==> config.mk <==
export PLATFORM = sky130hd
export DESIGN_NAME = fc_argmax_stage
export DESIGN_NICKNAME = d
export VERILOG_FILES = /design/src/rtl/fc_argmax_stage.sv
export SDC_FILE = /design/constraint.sdc
export NUM_CORES = 1
export LEC_CHECK = 0
export BUFFER_PORTS_ARGS = -buffer_cell sky130_fd_sc_hd__clkbuf_2
export CORE_UTILIZATION = 50
export DETAILED_ROUTE_END_ITERATION = 10
export GPL_TIMING_DRIVEN = 0
export HOLD_SLACK_MARGIN = 0.15
export PLACE_DENSITY = 0.82
export SKIP_LAST_GASP = 1
export SYNTH_ARGS = -nofsm -noshare
export SYNTH_HDL_FRONTEND = slang
export SYNTH_HIERARCHICAL = 1
export SYNTH_SLANG_ARGS = --single-unit
==> constraint.sdc <==
create_clock -name clk -period 11.6 [get_ports clk]
set_clock_uncertainty 0.1 [all_clocks]
set_input_delay 1.16 -clock clk [delete_from_list [all_inputs] [get_ports clk]]
set_output_delay 1.16 -clock clk [all_outputs]
set_load 0.01 [all_outputs]
==> src/rtl/fc_argmax_stage.sv <==
// fc_argmax_stage: forwards the FC logit stream through a 2-entry skid buffer
// while tracking the running argmax over one frame of NUM_CLASSES logits.

// One comparison lane: takes over the running max only when strictly greater.
module fc_argmax_lane #(
  parameter int IDX_WIDTH = 4
) (
  input  logic signed [7:0]      logit,
  input  logic                   en,
  input  logic [IDX_WIDTH-1:0]   cls,
  input  logic signed [7:0]      max_in,
  input  logic [IDX_WIDTH-1:0]   idx_in,
  output logic signed [7:0]      max_out,
  output logic [IDX_WIDTH-1:0]   idx_out
);
  // Strict greater-than: an equal logit in a later lane never displaces the earlier winner
  always_comb begin
    max_out = max_in;
    idx_out = idx_in;
    if (en && (logit > max_in)) begin
      max_out = logit;
      idx_out = cls;
    end
  end
endmodule

module fc_argmax_stage #(
  parameter int DATA_WIDTH  = 32,
  parameter int NUM_CLASSES = 10,
  parameter int IDX_WIDTH   = 4
) (
  input  logic                    clk,
  input  logic                    rstn,
  input  logic                    start,
  output logic                    S_AXIS_TREADY,
  input  logic [DATA_WIDTH-1:0]   S_AXIS_TDATA,
  input  logic [DATA_WIDTH/8-1:0] S_AXIS_TKEEP,
  input  logic                    S_AXIS_TUSER,
  input  logic                    S_AXIS_TLAST,
  input  logic                    S_AXIS_TVALID,
  input  logic                    M_AXIS_TREADY,
  output logic                    M_AXIS_TUSER,
  output logic [DATA_WIDTH-1:0]   M_AXIS_TDATA,
  output logic [DATA_WIDTH/8-1:0] M_AXIS_TKEEP,
  output logic                    M_AXIS_TLAST,
  output logic                    M_AXIS_TVALID,
  output logic [IDX_WIDTH-1:0]    max_index,
  output logic [7:0]              max_value,
  output logic                    done,
  output logic                    err_short
);
  localparam int LANES     = DATA_WIDTH / 8;
  localparam int NUM_BEATS = (NUM_CLASSES + LANES - 1) / LANES;
  localparam int BW        = (NUM_BEATS > 1) ? $clog2(NUM_BEATS) : 1;
  // one spare bit so class numbers of padding lanes never alias valid ones
  localparam int CW        = BW + $clog2(LANES) + 1;
  localparam logic [BW-1:0] LAST_BEAT = BW'(NUM_BEATS - 1);
  localparam logic [CW-1:0] NC        = CW'(NUM_CLASSES);

  typedef enum logic [1:0] {IDLE, RUN, DRAIN, DONE} state_t;

  typedef struct packed {
    logic [DATA_WIDTH-1:0] data;
    logic [LANES-1:0]      keep;
    logic                  user;
    logic                  last;
  } beat_t;

  state_t            state, state_nxt;
  beat_t             mem [2];
  logic              wr_ptr, rd_ptr;
  logic [1:0]        cnt;
  logic [BW-1:0]     beat_cnt;
  logic              accept, pop, last_beat, start_run;

  logic [LANES:0][7:0]           chain_max;
  logic [LANES:0][IDX_WIDTH-1:0] chain_idx;

  assign accept    = S_AXIS_TVALID && S_AXIS_TREADY;
  assign pop       = (cnt != 2'd0) && M_AXIS_TREADY;
  assign last_beat = S_AXIS_TLAST || (beat_cnt == LAST_BEAT);
  assign start_run = start && ((state == IDLE) || (state == DONE));

  // State register
  always_ff @(posedge clk or negedge rstn)
    if (!rstn) state <= IDLE;
    else       state <= state_nxt;

  // Next-state: start is only honoured from IDLE/DONE
  always_comb begin
    state_nxt = state;
    case (state)
      IDLE:  if (start) state_nxt = RUN;
      RUN:   if (accept && last_beat) state_nxt = DRAIN;
      DRAIN: if (cnt == 2'd0) state_nxt = DONE;
      DONE:  if (start) state_nxt = RUN;
      default: state_nxt = IDLE;
    endcase
  end

  // FSM outputs: input only flows in RUN while the buffer has room
  always_comb begin
    S_AXIS_TREADY = (state == RUN) && (cnt != 2'd2);
    done          = (state == DONE);
  end

  // Lane chain evaluated 0 -> LANES-1 so ties resolve to the lowest class
  assign chain_max[0] = max_value;
  assign chain_idx[0] = max_index;

  generate
    for (genvar j = 0; j < LANES; j++) begin : g_lane
      logic [CW-1:0] cls;
      assign cls = CW'(beat_cnt) * CW'(LANES) + CW'(j);
      fc_argmax_lane #(.IDX_WIDTH(IDX_WIDTH)) u_lane (
        .logit   (S_AXIS_TDATA[8*j +: 8]),
        .en      (S_AXIS_TKEEP[j] && (cls < NC)),
        .cls     (cls[IDX_WIDTH-1:0]),
        .max_in  (chain_max[j]),
        .idx_in  (chain_idx[j]),
        .max_out (chain_max[j+1]),
        .idx_out (chain_idx[j+1])
      );
    end
  endgenerate

  // Frame tracking: re-arm on start, fold each accepted beat into the max
  always_ff @(posedge clk or negedge rstn)
    if (!rstn) begin
      max_value <= '0;
      max_index <= '0;
      beat_cnt  <= '0;
      err_short <= 1'b0;
    end else if (start_run) begin
      max_value <= 8'h80;
      max_index <= '0;
      beat_cnt  <= '0;
      err_short <= 1'b0;
    end else if (accept) begin
      max_value <= chain_max[LANES];
      max_index <= chain_idx[LANES];
      beat_cnt  <= beat_cnt + 1'b1;
      if (S_AXIS_TLAST && (beat_cnt < LAST_BEAT)) err_short <= 1'b1;
    end

  // Skid buffer: 2-entry FIFO, last is forced on the final counted beat
  always_ff @(posedge clk or negedge rstn)
    if (!rstn) begin
      for (int i = 0; i < 2; i++) mem[i] <= '0;
      wr_ptr <= 1'b0;
      rd_ptr <= 1'b0;
      cnt    <= 2'd0;
    end else begin
      if (accept) begin
        mem[wr_ptr] <= '{data: S_AXIS_TDATA, keep: S_AXIS_TKEEP,
                         user: S_AXIS_TUSER, last: last_beat};
        wr_ptr      <= ~wr_ptr;
      end
      if (pop) rd_ptr <= ~rd_ptr;
      case ({accept, pop})
        2'b10:   cnt <= cnt + 2'd1;
        2'b01:   cnt <= cnt - 2'd1;
        default: cnt <= cnt;
      endcase
    end

  assign M_AXIS_TVALID = (cnt != 2'd0);
  assign M_AXIS_TDATA  = mem[rd_ptr].data;
  assign M_AXIS_TKEEP  = mem[rd_ptr].keep;
  assign M_AXIS_TUSER  = mem[rd_ptr].user;
  assign M_AXIS_TLAST  = mem[rd_ptr].last;
endmodule

**Word-level counts from Yosys, hierarchy flattened**

Cells that the tools add are included.
Widths: inputs -> output; s select.

- Bits in registers: 97
- Logic and storage cells: 104
- Output and inout bits: 54

- Bitwise logic cells: 4
- Multiplexer cells: 28
- Eq/ne operators: 10
- Order comparisons: 12
- Reductions and logical operators: 28
- Add/subtract/negate cells: 6

Operators with widths:

| cell | number |
|---|---|
| $mux 38 | 4 |
| $bwmux 76 | 1 |
| $mux 8 | 6 |
| $demux 38 s1 | 1 |
| $gt 8x8->1 | 4 |
| $mux 4 | 6 |
| $logic_and 1x1->1 | 15 |
| $lt 5x4->1 const B | 3 |
| $add 4x2->5 const B | 2 |
| $mux 2 | 5 |
| $eq 2x2->1 const B | 4 |
| $reduce_bool 2->1 | 4 |
| $ne 2x2->1 const B | 3 |
| $pmux 2 s3 | 1 |
| $add 4x1->5 const B | 1 |
| $reduce_bool 5->1 | 1 |
| $add 2x1->2 const B | 2 |
| $eq 2x1->1 const B | 2 |
| $ge 2x2->1 const B | 2 |
| $logic_not 2->1 | 2 |
| $lt 4x4->1 const B | 1 |
| $not 1->2 | 2 |
| $pmux 2 s2 | 1 |
| $reduce_and 2->1 | 2 |
| 9 further kinds | 13 |

**Depth between registers and ports, before layout**

Gate-level depths: netlist (run 1).

- Depth after elaboration: 15
- Depth in mapped cells: 32
- Gate-level depth less buffers: 29

**Hierarchy**

Netlist (run 1), hierarchy kept.

Modules (own cells, without submodules):

| module | times used | sequential area each (um^2) | area each (um^2) | cells each |
|---|---|---|---|---|
| fc_argmax_stage | 1 | 2427.3 | 4446.8 | 298 |
| fc_argmax_lane (g_lane[0].u_lane ...) | 3 | 0.0 | 404.1 | 43 |
| fc_argmax_lane (g_lane[2].u_lane) | 1 | 0.0 | 397.9 | 42 |

**Worst setup path after synthesis (run 1)**

OpenSTA, ideal clock, no wires.

- Path kind: input -> register
- Start: input port S_AXIS_TDATA[3]
- End: register max_index[0]
- Slack: 4.702 ns
- Data arrival time: 6.677 ns
- Cell stages on the path: 30
- Setup time: 0.121 ns
- Path through: ha_1 -> a21oi_2 -> o22ai_1 -> nor4b_2 -> a21oi_2 -> buf_6 -> mux2_4 -> inv_1 -> ha_1 -> a21oi_2 -> o22ai_1 -> nor4b_2 -> a21oi_2 -> buf_6 -> mux2_4 -> ha_1 -> nand2b_1 -> a211o_1 -> a41o_2 -> buf_6 -> mux2_4 -> inv_1 -> ha_1 -> a21oi_2 -> o22ai_1 -> nor4b_2 -> a21oi_2 -> buf_6 -> mux2_4 -> a22o_1

RTL lines:

| item | RTL line | RTL |
|---|---|---|
| start, declared | 36 | `input logic [DATA_WIDTH-1:0] S_AXIS_TDATA,` |
| end signal, assigned | 141 | `max_index <= chain_idx[LANES];` |
| end, declared | 47 | `output logic [IDX_WIDTH-1:0] max_index,` |

==> flow_metrics.tcl, run 1 <==
set metrics [dict create \
    hold_path_class "flip-flop to flip-flop" \
    drv_slew 0 \
    clk-insertion-delay-late_ns 0.36 \
    route.detailed.drc 3 \
    die-area_mm2 0.0126 \
    syn_area_mm2 0.00606 \
    worst-r2r-cell-count 31 \
    failed_checks "design-rule violations" \
    path_buf_inv 8 \
    synth_area_leaders "dfrtp_1, mux2_2, mux2_4, ha_1, inv_1" \
    ir_drop_mv 0.151 \
    diodes 0 \
    crit_required_ns 11.75 \
    num_vias 4048 \
    synth_edf_count 0 \
    syn-instance-count 469 \
    reg2reg_slack_ns 4.66 \
    io_pins 97 \
    synth_largest_area_cell "dfrtp_1" \
    setup.worst_path.start "S_AXIS_TDATA[7]" \
    synth.distinct_cells 43 \
    drive_gt1_share_pct 54.6 \
    final_cells 731 \
    antenna_found_initial 0 \
    worst_setup_path_endpoint "max_value[2]$_DFFE_PN0P_" \
    grt_max_degree 56 \
    whs_ns 0.387 \
    layout.nets 665 \
    antenna_left 0 \
    reg2reg_to "max_value[2]$_DFFE_PN0P_" \
    fmax_mhz 136 \
    place_congestion 0.926 \
    finalCriticalPeriod_ns 7.34 \
    p_leak_nw 3.53 \
    p_per_area_mw_per_mm2 273 \
    slew_headroom_pct 49.3 \
    syn2layout_area_growth_pct 17.2 \
    cts_repair_resize_count 0 \
    routed_wl_um 13600 \
    setup_violations 0 \
    synth_top_area_share_pct 40.1 \
    reg2reg_from "beat_cnt[0]$_DFFE_PN0P_" \
    async_flop_share_pct 100 \
    cp_slowest_stage_delay_ns 0.34 \
    track_usage_pct 23.1 \
    path_clk_slew_ns 0.06 \
    post_drt_wl_per_cell_um 18.6 \
    drt-initial-drc-count 137 \
    cts_tree "yes" \
    synth_seq_cells 97 \
    finalSetupTns_ns 0 \
    worst_pin_slew_ns 0.760 \
    final_util_pct 61.1 \
    io_buffers 96 \
    core_mm2 0.0116 \
    initial_core_util_pct 52.2 \
    holdBufCountCts 0 \
    crit_cells 32 \
    grt_pass1_vias 4282 \
    cp_max_fo 10 \
    worst_ep_arrival_time_ns 7.50 \
    critPathTopFamily "compound AO/OA/AOI/OAI gates" \
    root_buffer "clkbuf_16" \
    place_inst 715 \
    cap_violations 0 \
    avgSynthCellArea_um2 12.9 \
    avgViaCountPerCell 5.54 \
    critPathKind "input port to flip-flop" \
    final.period_utilization_pct 63.3 \
    total_power_mw 1.94 \
    gr-total-overflow 0 \
    ctsHtreeMaxLevel 3 \
    cts_sinks 97 \
    slowest_stage "mux2_4" \
    hold_violations 0 \
    post_cts_buffers 0 \
    cts_inserted_buffers 9 \
    synthFlopType "dfrtp_1" \
    cts_buffer_depth 2 \
    drtPass1Iterations 7 \
    grt_pass1_wl_um 22100 \
    ys_warn_count 6 \
    synth_seq_area_share_pct 40.1 \
    dieHeight_um 112 \
    end_kind "flip-flop" \
    rows 39 \
    status "finished with violations" \
    rsz0062_at_grt "false" \
    die-width_um 112 \
    startpoint_type "input port" \
    hpwlAfterDp_um 10300 \
]
## Yosys cell counts (2+ instances only)
| master | count |
|---|---|
| a21oi_1 | 7 |
| a21oi_2 | 7 |
| a22o_1 | 12 |
| a31o_2 | 3 |
| and2_1 | 2 |
| buf_2 | 5 |
| buf_4 | 14 |
| buf_6 | 8 |
| clkbuf_1 | 2 |
| conb_1 | 2 |
| dfrtp_1 | 97 |
| ha_1 | 39 |
| inv_1 | 47 |
| mux2_2 | 104 |
| mux2_4 | 56 |
| mux2i_1 | 2 |
| nand2_1 | 5 |
| nand4_1 | 5 |
| nor2_1 | 7 |
| nor2b_1 | 8 |
| nor4b_2 | 3 |
| o21ai_0 | 7 |
| o22ai_1 | 3 |
| xnor2_1 | 4 |
| xor2_1 | 2 |
## layout by cell type, fill, tap and decap left out, types with 7 or more instances in the layout
| cell | instances |
|---|---|
| o21ai_0 | 7 |
| mux2_2 | 104 |
| buf_4 | 14 |
| a22o_1 | 12 |
| clkbuf_2 | 95 |
| buf_6 | 8 |
| inv_1 | 47 |
| nor2_1 | 7 |
| conb_1 | 8 |
| ha_1 | 39 |
| mux2_4 | 56 |
| dfrtp_1 | 97 |
| clkbuf_16 | 9 |
| nor2b_1 | 8 |
| a21oi_2 | 7 |
| a21oi_1 | 7 |
## cell type report
type / instances / area (um2)
Buffer: 30 / 248
Clock buffer: 10 / 239
Clock inverter: 6 / 90.1
Fill cell: 912 / 4520
Inverter: 48 / 180
Multi-Input combinational cell: 300 / 3220
Sequential cell: 97 / 2430
Tap cell: 143 / 179
Timing Repair Buffer: 97 / 510
## report_power, final
| part | total (mW) | internal, mW | switching [mW] | leakage (nW) |
|---|---|---|---|---|
| logic | 1.01 | 0.566 | 0.448 | 2.19 |
| registers | 0.599 | 0.500 | 0.0995 | 1.18 |
| clock network | 0.328 | 0.195 | 0.132 | 0.159 |
## flip-flops by register name (all words and copies together) (netlist names)
register	count
beat_cnt	2
rd_ptr	1
state	2
max_index	4
wr_ptr	1
err_short	1
mem	76
cnt	2
max_value	8
## through the flow
stage	instance area, um2	setup WS, ns
floorplan	6080	4.70
global placement	6740	4.13
detailed placement	6770	3.98
CTS	7100	4.33
global route	7100	3.98
finish	7100	4.26
## worst register-to-register path, delay by kind of cell, from the launching register on
family                   cells  cell delay (ns)
AO/OA/AOI/OAI               11             2.30
adder cells (fa/ha/maj)      4             1.00
buffers and inverters        7             1.04
flip-flops                   1             0.50
multiplexers                 4             1.32
AND/OR/NAND/NOR              5             0.59
## worst min-delay path by stage
stage                                   start             endpoint  slack, ns  cells past startpoint
after floorplan            mem[0]$_DFFE_PN0P_   mem[0]$_DFFE_PN0P_       0.34                      2
after global placement     mem[0]$_DFFE_PN0P_   mem[0]$_DFFE_PN0P_       0.36                      2
after detailed placement   mem[0]$_DFFE_PN0P_   mem[0]$_DFFE_PN0P_       0.38                      2
after CTS                  mem[0]$_DFFE_PN0P_   mem[0]$_DFFE_PN0P_       0.39                      2
after global routing      mem[11]$_DFFE_PN0P_  mem[11]$_DFFE_PN0P_       0.41                      1
final                      mem[0]$_DFFE_PN0P_   mem[0]$_DFFE_PN0P_       0.39                      2
## per-layer routing
metal	part of all wire, %	vias to the layer above	track usage [%]	wire, um
met5	0	-	0	0
met4	2.0	0	7.73	274
met3	5.6	24	6.48	762
met2	49	108	38.3	6710
met1	43	2039	29.1	5870
li1	-	1877	-	-
## kinds of logic (layout without fill, tap and decap cells)
group           Yosys count  after routing  synth area share, %
compound gates           48             48                 6.05
xor+xnor                  6              6                0.868
fa+ha+maj                39             39                 8.06
buf+inv                  78            191                 7.06
flops                    97             97                 40.1
mux                     162            162                 33.5
other cells               2              8                0.124
simple gates             37             37                 4.21
Power figures use the tool's default switching activity.
==> inputs of run 2 (changes only) <==
--- a/config.mk
+++ b/config.mk
@@ -5,12 +5,13 @@
 export SDC_FILE = /design/constraint.sdc
 export NUM_CORES = 1
 export LEC_CHECK = 0
+export ABC_AREA = 1
 export BUFFER_PORTS_ARGS = -buffer_cell sky130_fd_sc_hd__clkbuf_2
 export CORE_UTILIZATION = 50
 export DETAILED_ROUTE_END_ITERATION = 10
 export GPL_TIMING_DRIVEN = 0
 export HOLD_SLACK_MARGIN = 0.15
-export PLACE_DENSITY = 0.82
+export PLACE_DENSITY = 0.84
 export SKIP_LAST_GASP = 1
 export SYNTH_ARGS = -nofsm -noshare
 export SYNTH_HDL_FRONTEND = slang
==> constraint.sdc (replaced) <==
create_clock -name clk -period 6.1 [get_ports clk]
set_clock_uncertainty 0.1 [all_clocks]
set_input_delay 0.61 -clock clk [delete_from_list [all_inputs] [get_ports clk]]
set_output_delay 0.61 -clock clk [all_outputs]
set_load 0.01 [all_outputs]
==> run 2 against run 1 <==
Net effect: the flow now finishes without violations; non-clock buffer count grew 47; sequential share of layout area down 2.5 points; critical path depth increased by 11; largest cell class unchanged.
==> flow_metrics.tcl, run 2 <==
set metrics [dict create \
    syn_area_mm2 0.00635 \
    place_congestion 0.954 \
    synth_compound_area_share_pct 11.9 \
    ctsHtreeMaxLevel 3 \
    cap_violations 0 \
    final_cell_mix "nand2_1, inv_1, clkbuf_2, o21ai_0, dfrtp_1" \
    critPathKind "flip-flop to flip-flop" \
    setup_violations 0 \
    hold_path_class "input port to async pin" \
    diodes 0 \
    avgViaCountPerCell 5.31 \
    num_vias 6204 \
    holdBufCountCts 0 \
    rows 40 \
    drtPass1Iterations 5 \
    startpoint_type "flip-flop" \
    place_inst 1136 \
    synth_seq_area_share_pct 38.2 \
    ir_drop_mv 0.328 \
    die-area_mm2 0.0132 \
    largest_register_ffs 76 \
    grt_max_degree 56 \
    die-width_um 115 \
    path_clk_slew_ns 0.07 \
    synth_edf_count 0 \
    fmax_mhz 173 \
    syn-instance-count 865 \
    grt_pass1_wl_um 27500 \
    worst_pin_slew_ns 0.640 \
    p_leak_nw 4.11 \
    layout_setup_ws_ns 0.333 \
    ys_warn_count 6 \
    initial_core_util_pct 52.0 \
    worst-r2r-cell-count 43 \
    cts_inserted_buffers 9 \
    syn2layout_area_growth_pct 21.2 \
    dieHeight_um 115 \
    finalCriticalPeriod_ns 5.77 \
    antenna_found_initial 0 \
    final_util_pct 63.0 \
    reg2reg_from "max_value[5]$_DFFE_PN0P_" \
    synth_mux_area_share_pct 0 \
    slowest_stage "dfrtp_2" \
    gr-total-overflow 0 \
    cp_max_fo 10 \
    post_drt_wl_per_cell_um 15.1 \
    synth_top_family_by_area "simple AND/OR/NAND/NOR gates" \
    synthFlopType "dfrtp_1" \
    synthTopCellsByCount "nand2_1, inv_1, dfrtp_1" \
    drt-initial-drc-count 608 \
    p_per_area_mw_per_mm2 535 \
    synth_seq_cells 97 \
    synth-simple-area-share_pct 28.7 \
    synth_largest_area_cell "dfrtp_1" \
    finalSetupTns_ns 0 \
    root_buffer "clkbuf_16" \
    crit_required_ns 6.22 \
    yosysMostFrequentCell "nand2_1" \
    hold_violations 0 \
    synth.distinct_cells 32 \
    end_kind "flip-flop" \
    async_flop_share_pct 100 \
    mostFrequentLayoutCell "nand2_1" \
    layout.nets 1079 \
    synthAdderAreaFrac_pct 7.69 \
    dp_slack_ns -0.000344 \
    worst_ep_arrival_time_ns 5.89 \
    synth_area_leaders "dfrtp_1, nand2_1, ha_1, o21ai_0, inv_1" \
    avgSynthCellArea_um2 7.34 \
    cts_tree "yes" \
    top_regs "mem x76, max_value x8, max_index x4" \
    whs_ns 0.205 \
    setup.worst_path.start "max_value[5]$_DFFE_PN0P_" \
    synth_top_area_share_pct 38.2 \
    track_usage_pct 27.4 \
    clk-insertion-delay-late_ns 0.35 \
    regMostFlops "mem" \
    antenna_left 0 \
    core_mm2 0.0122 \
    routed_wl_um 17700 \
    io_pins 97 \
    cts_sinks 97 \
    cts_buffer_depth 2 \
    route.detailed.drc 0 \
    synth-xor-area-share_pct 0.552 \
    final.period_utilization_pct 94.5 \
    grt_pass1_vias 5503 \
    slew_headroom_pct 57.4 \
    cp_slowest_stage_delay_ns 0.42 \
    io_buffers 96 \
    drv_slew 0 \
    drive_gt1_share_pct 23.7 \
    final_cells 1169 \
    hpwlAfterDp_um 13000 \
    status "complete, no violations" \
]
==> run 2: stage by stage <==
| stage | power, mW | instance area, um2 |
|---|---|---|
| after floorplan | 2.62 | 6370 |
| after detailed placement | 3.28 | 7090 |
| after global routing | 4.45 | 7690 |
| after CTS | 3.89 | 7400 |
| after global placement | 3.21 | 7060 |
| final | 4.12 | 7690 |
==> run 2: power breakdown <==
group	internal (mW)	switching (mW)
clock network	0.340	0.251
logic	0.937	1.52
registers	0.926	0.144
total	2.20	1.91
==> run 2: layout make-up <==
class	instances	area, um2
Buffer	59	417
Clock buffer	11	253
Clock inverter	4	51.3
Fill cell	1058	4520
Inverter	114	428
Multi-Input combinational cell	601	3260
Sequential cell	97	2430
Tap cell	168	210
Timing Repair Buffer	115	643
==> run 2: routing by layer <==
layer / vias to the layer above / part of all wire, % / track usage, %
li1: 3014 / - / -
met1: 2887 / 43 / 37.4
met2: 264 / 47 / 44.1
met3: 39 / 8.1 / 5.24
met4: 0 / 2.2 / 8.31
met5: - / 0 / 0
==> run 2: logic make-up (layout without fill, tap and decap cells) <==
family | after synthesis | in the layout
and+or+nand+nor | 405 | 405
buffers and inverters | 173 | 303
AOI/OAI and AO/OA | 145 | 145
DFF | 97 | 97
adders and majority gates | 39 | 39
xor gates and xnor gates | 4 | 4
other | 2 | 8
==> run 2: worst max-delay path, delay by kind of cell, from the launching register on <==
family,cells,cell delay [ns]
buffers and inverters,8,0.71
adders and majority gates,4,1.24
AOI/OAI and AO/OA,4,0.50
and+or+nand+nor,27,2.65
DFF,1,0.42
==> run 2: path summary, 6_finish.rpt <==
| check | endpoint | slack (ns) |
|---|---|---|
| min in group clk | mem[1]$_DFFE_PN0P_ | 0.38 |
| min reg2reg | err_short$_DFFE_PN0P_ | 0.40 |
| max in group asynchronous | max_value[3]$_DFFE_PN0P_ | 5.00 |
| min | mem[55]$_DFFE_PN0P_ | 0.20 |
| max reg2reg | max_value[2]$_DFFE_PN0P_ | 0.33 |
| max | max_value[2]$_DFFE_PN0P_ | 0.33 |
==> run 2: timing repair <==
item,CTS,global route
buffers inserted,0,16
resized for setup,0,50
endpoints found under the setup margin,0,12
==> inputs of run 3 (changes only) <==
--- a/config.mk
+++ b/config.mk
@@ -7,6 +7,7 @@
 export LEC_CHECK = 0
 export ABC_AREA = 1
 export BUFFER_PORTS_ARGS = -buffer_cell sky130_fd_sc_hd__clkbuf_2
+export CORE_ASPECT_RATIO = 0.7
 export CORE_UTILIZATION = 50
 export DETAILED_ROUTE_END_ITERATION = 10
 export GPL_TIMING_DRIVEN = 0
==> run 3 against run 2 <==
Net effect: sequential power about the same; total power shrank 0.44%; fmax grew 0.47%; critical path depth up 2; combinational power about the same; die area hardly changed; flip-flop and latch count unchanged; via count increased by 2.3%; core utilization fell by 1.2 points; critical endpoint is now max_value[0]$_DFFE_PN0P_; hold slack got worse by 0.0091 ns; wire length is 4.7% higher; register-to-register slack better by 0.03 ns.
==> flow_metrics.tcl, run 3 (synthesized netlist as in run 2, its figures left out) <==
set metrics [dict create \
    cts_tree "yes" \
    finalCriticalPeriod_ns 5.74 \
    p_leak_nw 4.09 \
    place_area_mm2 0.00708 \
    clk-insertion-delay-late_ns 0.36 \
    grt_pass1_wl_um 29100 \
    rows 34 \
    io_buffers 96 \
    core_mm2 0.0124 \
    diodes 0 \
    multiInputGateArea_mm2 0.00325 \
    status "complete, no violations" \
    reg2reg_from "max_value[2]$_DFFE_PN0P_" \
    startpoint_type "flip-flop" \
    end_kind "flip-flop" \
    drtPass1Iterations 8 \
    avgViaCountPerCell 5.46 \
    place_congestion 0.910 \
    routed_wl_um 18500 \
    postLayoutCellArea_mm2 0.00765 \
    ir_drop_mv 0.320 \
    holdBufCountCts 0 \
    critPathKind "flip-flop to flip-flop" \
    cp_max_fo 10 \
    total_power_mw 4.10 \
    fmax_mhz 174 \
    crit_required_ns 6.22 \
    finalSetupTns_ns 0 \
    route.detailed.drc 0 \
    io_pins 97 \
    reg2reg_slack_ns 0.36 \
    cts_sinks 97 \
    slew_headroom_pct 56.2 \
    mostFrequentLayoutCell "nand2_1" \
    dieHeight_um 96.3 \
    path_common_cell "nand2_1" \
    final_util_pct 61.8 \
    die-area_mm2 0.0132 \
    cts_buffer_depth 2 \
    whs_ns 0.196 \
    cap_violations 0 \
    worst_ep_arrival_time_ns 5.86 \
    hold_path_class "input port to async pin" \
    antenna_found_initial 0 \
    regMostFlops "mem" \
    p_per_area_mw_per_mm2 536 \
    final_cell_mix "nand2_1, inv_1, clkbuf_2, o21ai_0, dfrtp_1" \
    grt_pass1_vias 5705 \
    largest_register_ffs 76 \
    seqCellArea_mm2 0.00243 \
    worst-r2r-cell-count 45 \
    root_buffer "clkbuf_16" \
    die-width_um 137 \
    drt-initial-drc-count 576 \
    drive_gt1_share_pct 23.1 \
    ctsHtreeMaxLevel 3 \
    track_usage_pct 29.4 \
    reg2reg_to "max_value[0]$_DFFE_PN0P_" \
    top_regs "mem x76, max_value x8, max_index x4" \
    path_clk_slew_ns 0.08 \
    post_drt_wl_per_cell_um 15.9 \
    num_vias 6349 \
    setup_violations 0 \
    hold_violations 0 \
    fillerInstances 1097 \
    worst_pin_slew_ns 0.658 \
    gr-total-overflow 0 \
    cts_inserted_buffers 9 \
    antenna_left 0 \
    cp_slowest_stage_delay_ns 0.41 \
    hpwlAfterDp_um 13500 \
    final.period_utilization_pct 94.1 \
    grt_max_degree 53 \
    initial_core_util_pct 51.3 \
    layout.nets 1077 \
    slowest_stage "dfrtp_1" \
    drv_slew 0 \
    syn2layout_area_growth_pct 20.5 \
]
[run 3: changes by cell type in the layout (fill, tap and decap cells not counted), sizes merged]
cell    delta
buf        -2
bufinv     -1
clkbuf     -1
clkinv     +1
inv        +2
[run 3: final cells by class]
cell class / count / area share [%]
Sequential cell: 97 / 31.8
Buffer: 59 / 5.41
Tap cell: 162 / 2.65
Inverter: 114 / 5.59
Timing Repair Buffer: 113 / 8.18
Multi-Input combinational cell: 601 / 42.5
Clock inverter: 6 / 0.785
Clock buffer: 10 / 3.12
[run 3: stage by stage]
step                setup slack [ns]  cells
floorplan                      0.803    871
global placement              0.0850   1129
detailed placement           -0.0825   1130
CTS                            0.152   1146
global route                 -0.0662   1162
finish                         0.360   1162
[run 3: what timing repair did]
| item | 4_1_cts | 5_1_grt |
|---|---|---|
| endpoints found under the setup margin | 0 | 12 |
| setup buffers | 0 | 14 |
| gates resized for setup | 0 | 42 |
[run 3: metal layers]
layer / vias up / global-route usage, % / share of wire, %
met4: 0 / 7.50 / 1.7
met5: - / 0 / 0
met2: 311 / 45.3 / 43
met3: 33 / 6.64 / 11
met1: 2989 / 41.6 / 44
li1: 3016 / - / -
[run 3: report_power, final]
group	switching (mW)	internal (mW)
Sequential	0.148	0.926
Clock	0.278	0.298
Combinational	1.53	0.916
Total	1.96	2.14
[run 3: worst max-delay path by stage]
stage | startpoint | endpoint | depth (start not counted)
2_1_floorplan | S_AXIS_TDATA[7] | max_value[3]$_DFFE_PN0P_ | 40
3_3_place_gp | S_AXIS_TDATA[7] | max_value[6]$_DFFE_PN0P_ | 42
3_5_place_dp | S_AXIS_TDATA[7] | max_index[0]$_DFFE_PN0P_ | 41
4_1_cts | max_value[7]$_DFFE_PN0P_ | max_value[1]$_DFFE_PN0P_ | 43
5_1_grt | max_value[7]$_DFFE_PN0P_ | max_value[2]$_DFFE_PN0P_ | 46
6_report | max_value[2]$_DFFE_PN0P_ | max_value[0]$_DFFE_PN0P_ | 45
[run 3: worst max-delay path: cells and delay by family (launching register included)]
family | cells | cell delay, ns
simple gates | 27 | 2.35
flops | 1 | 0.41
fa+ha+maj | 4 | 1.16
buf+inv | 11 | 1.15
compound gates | 3 | 0.46
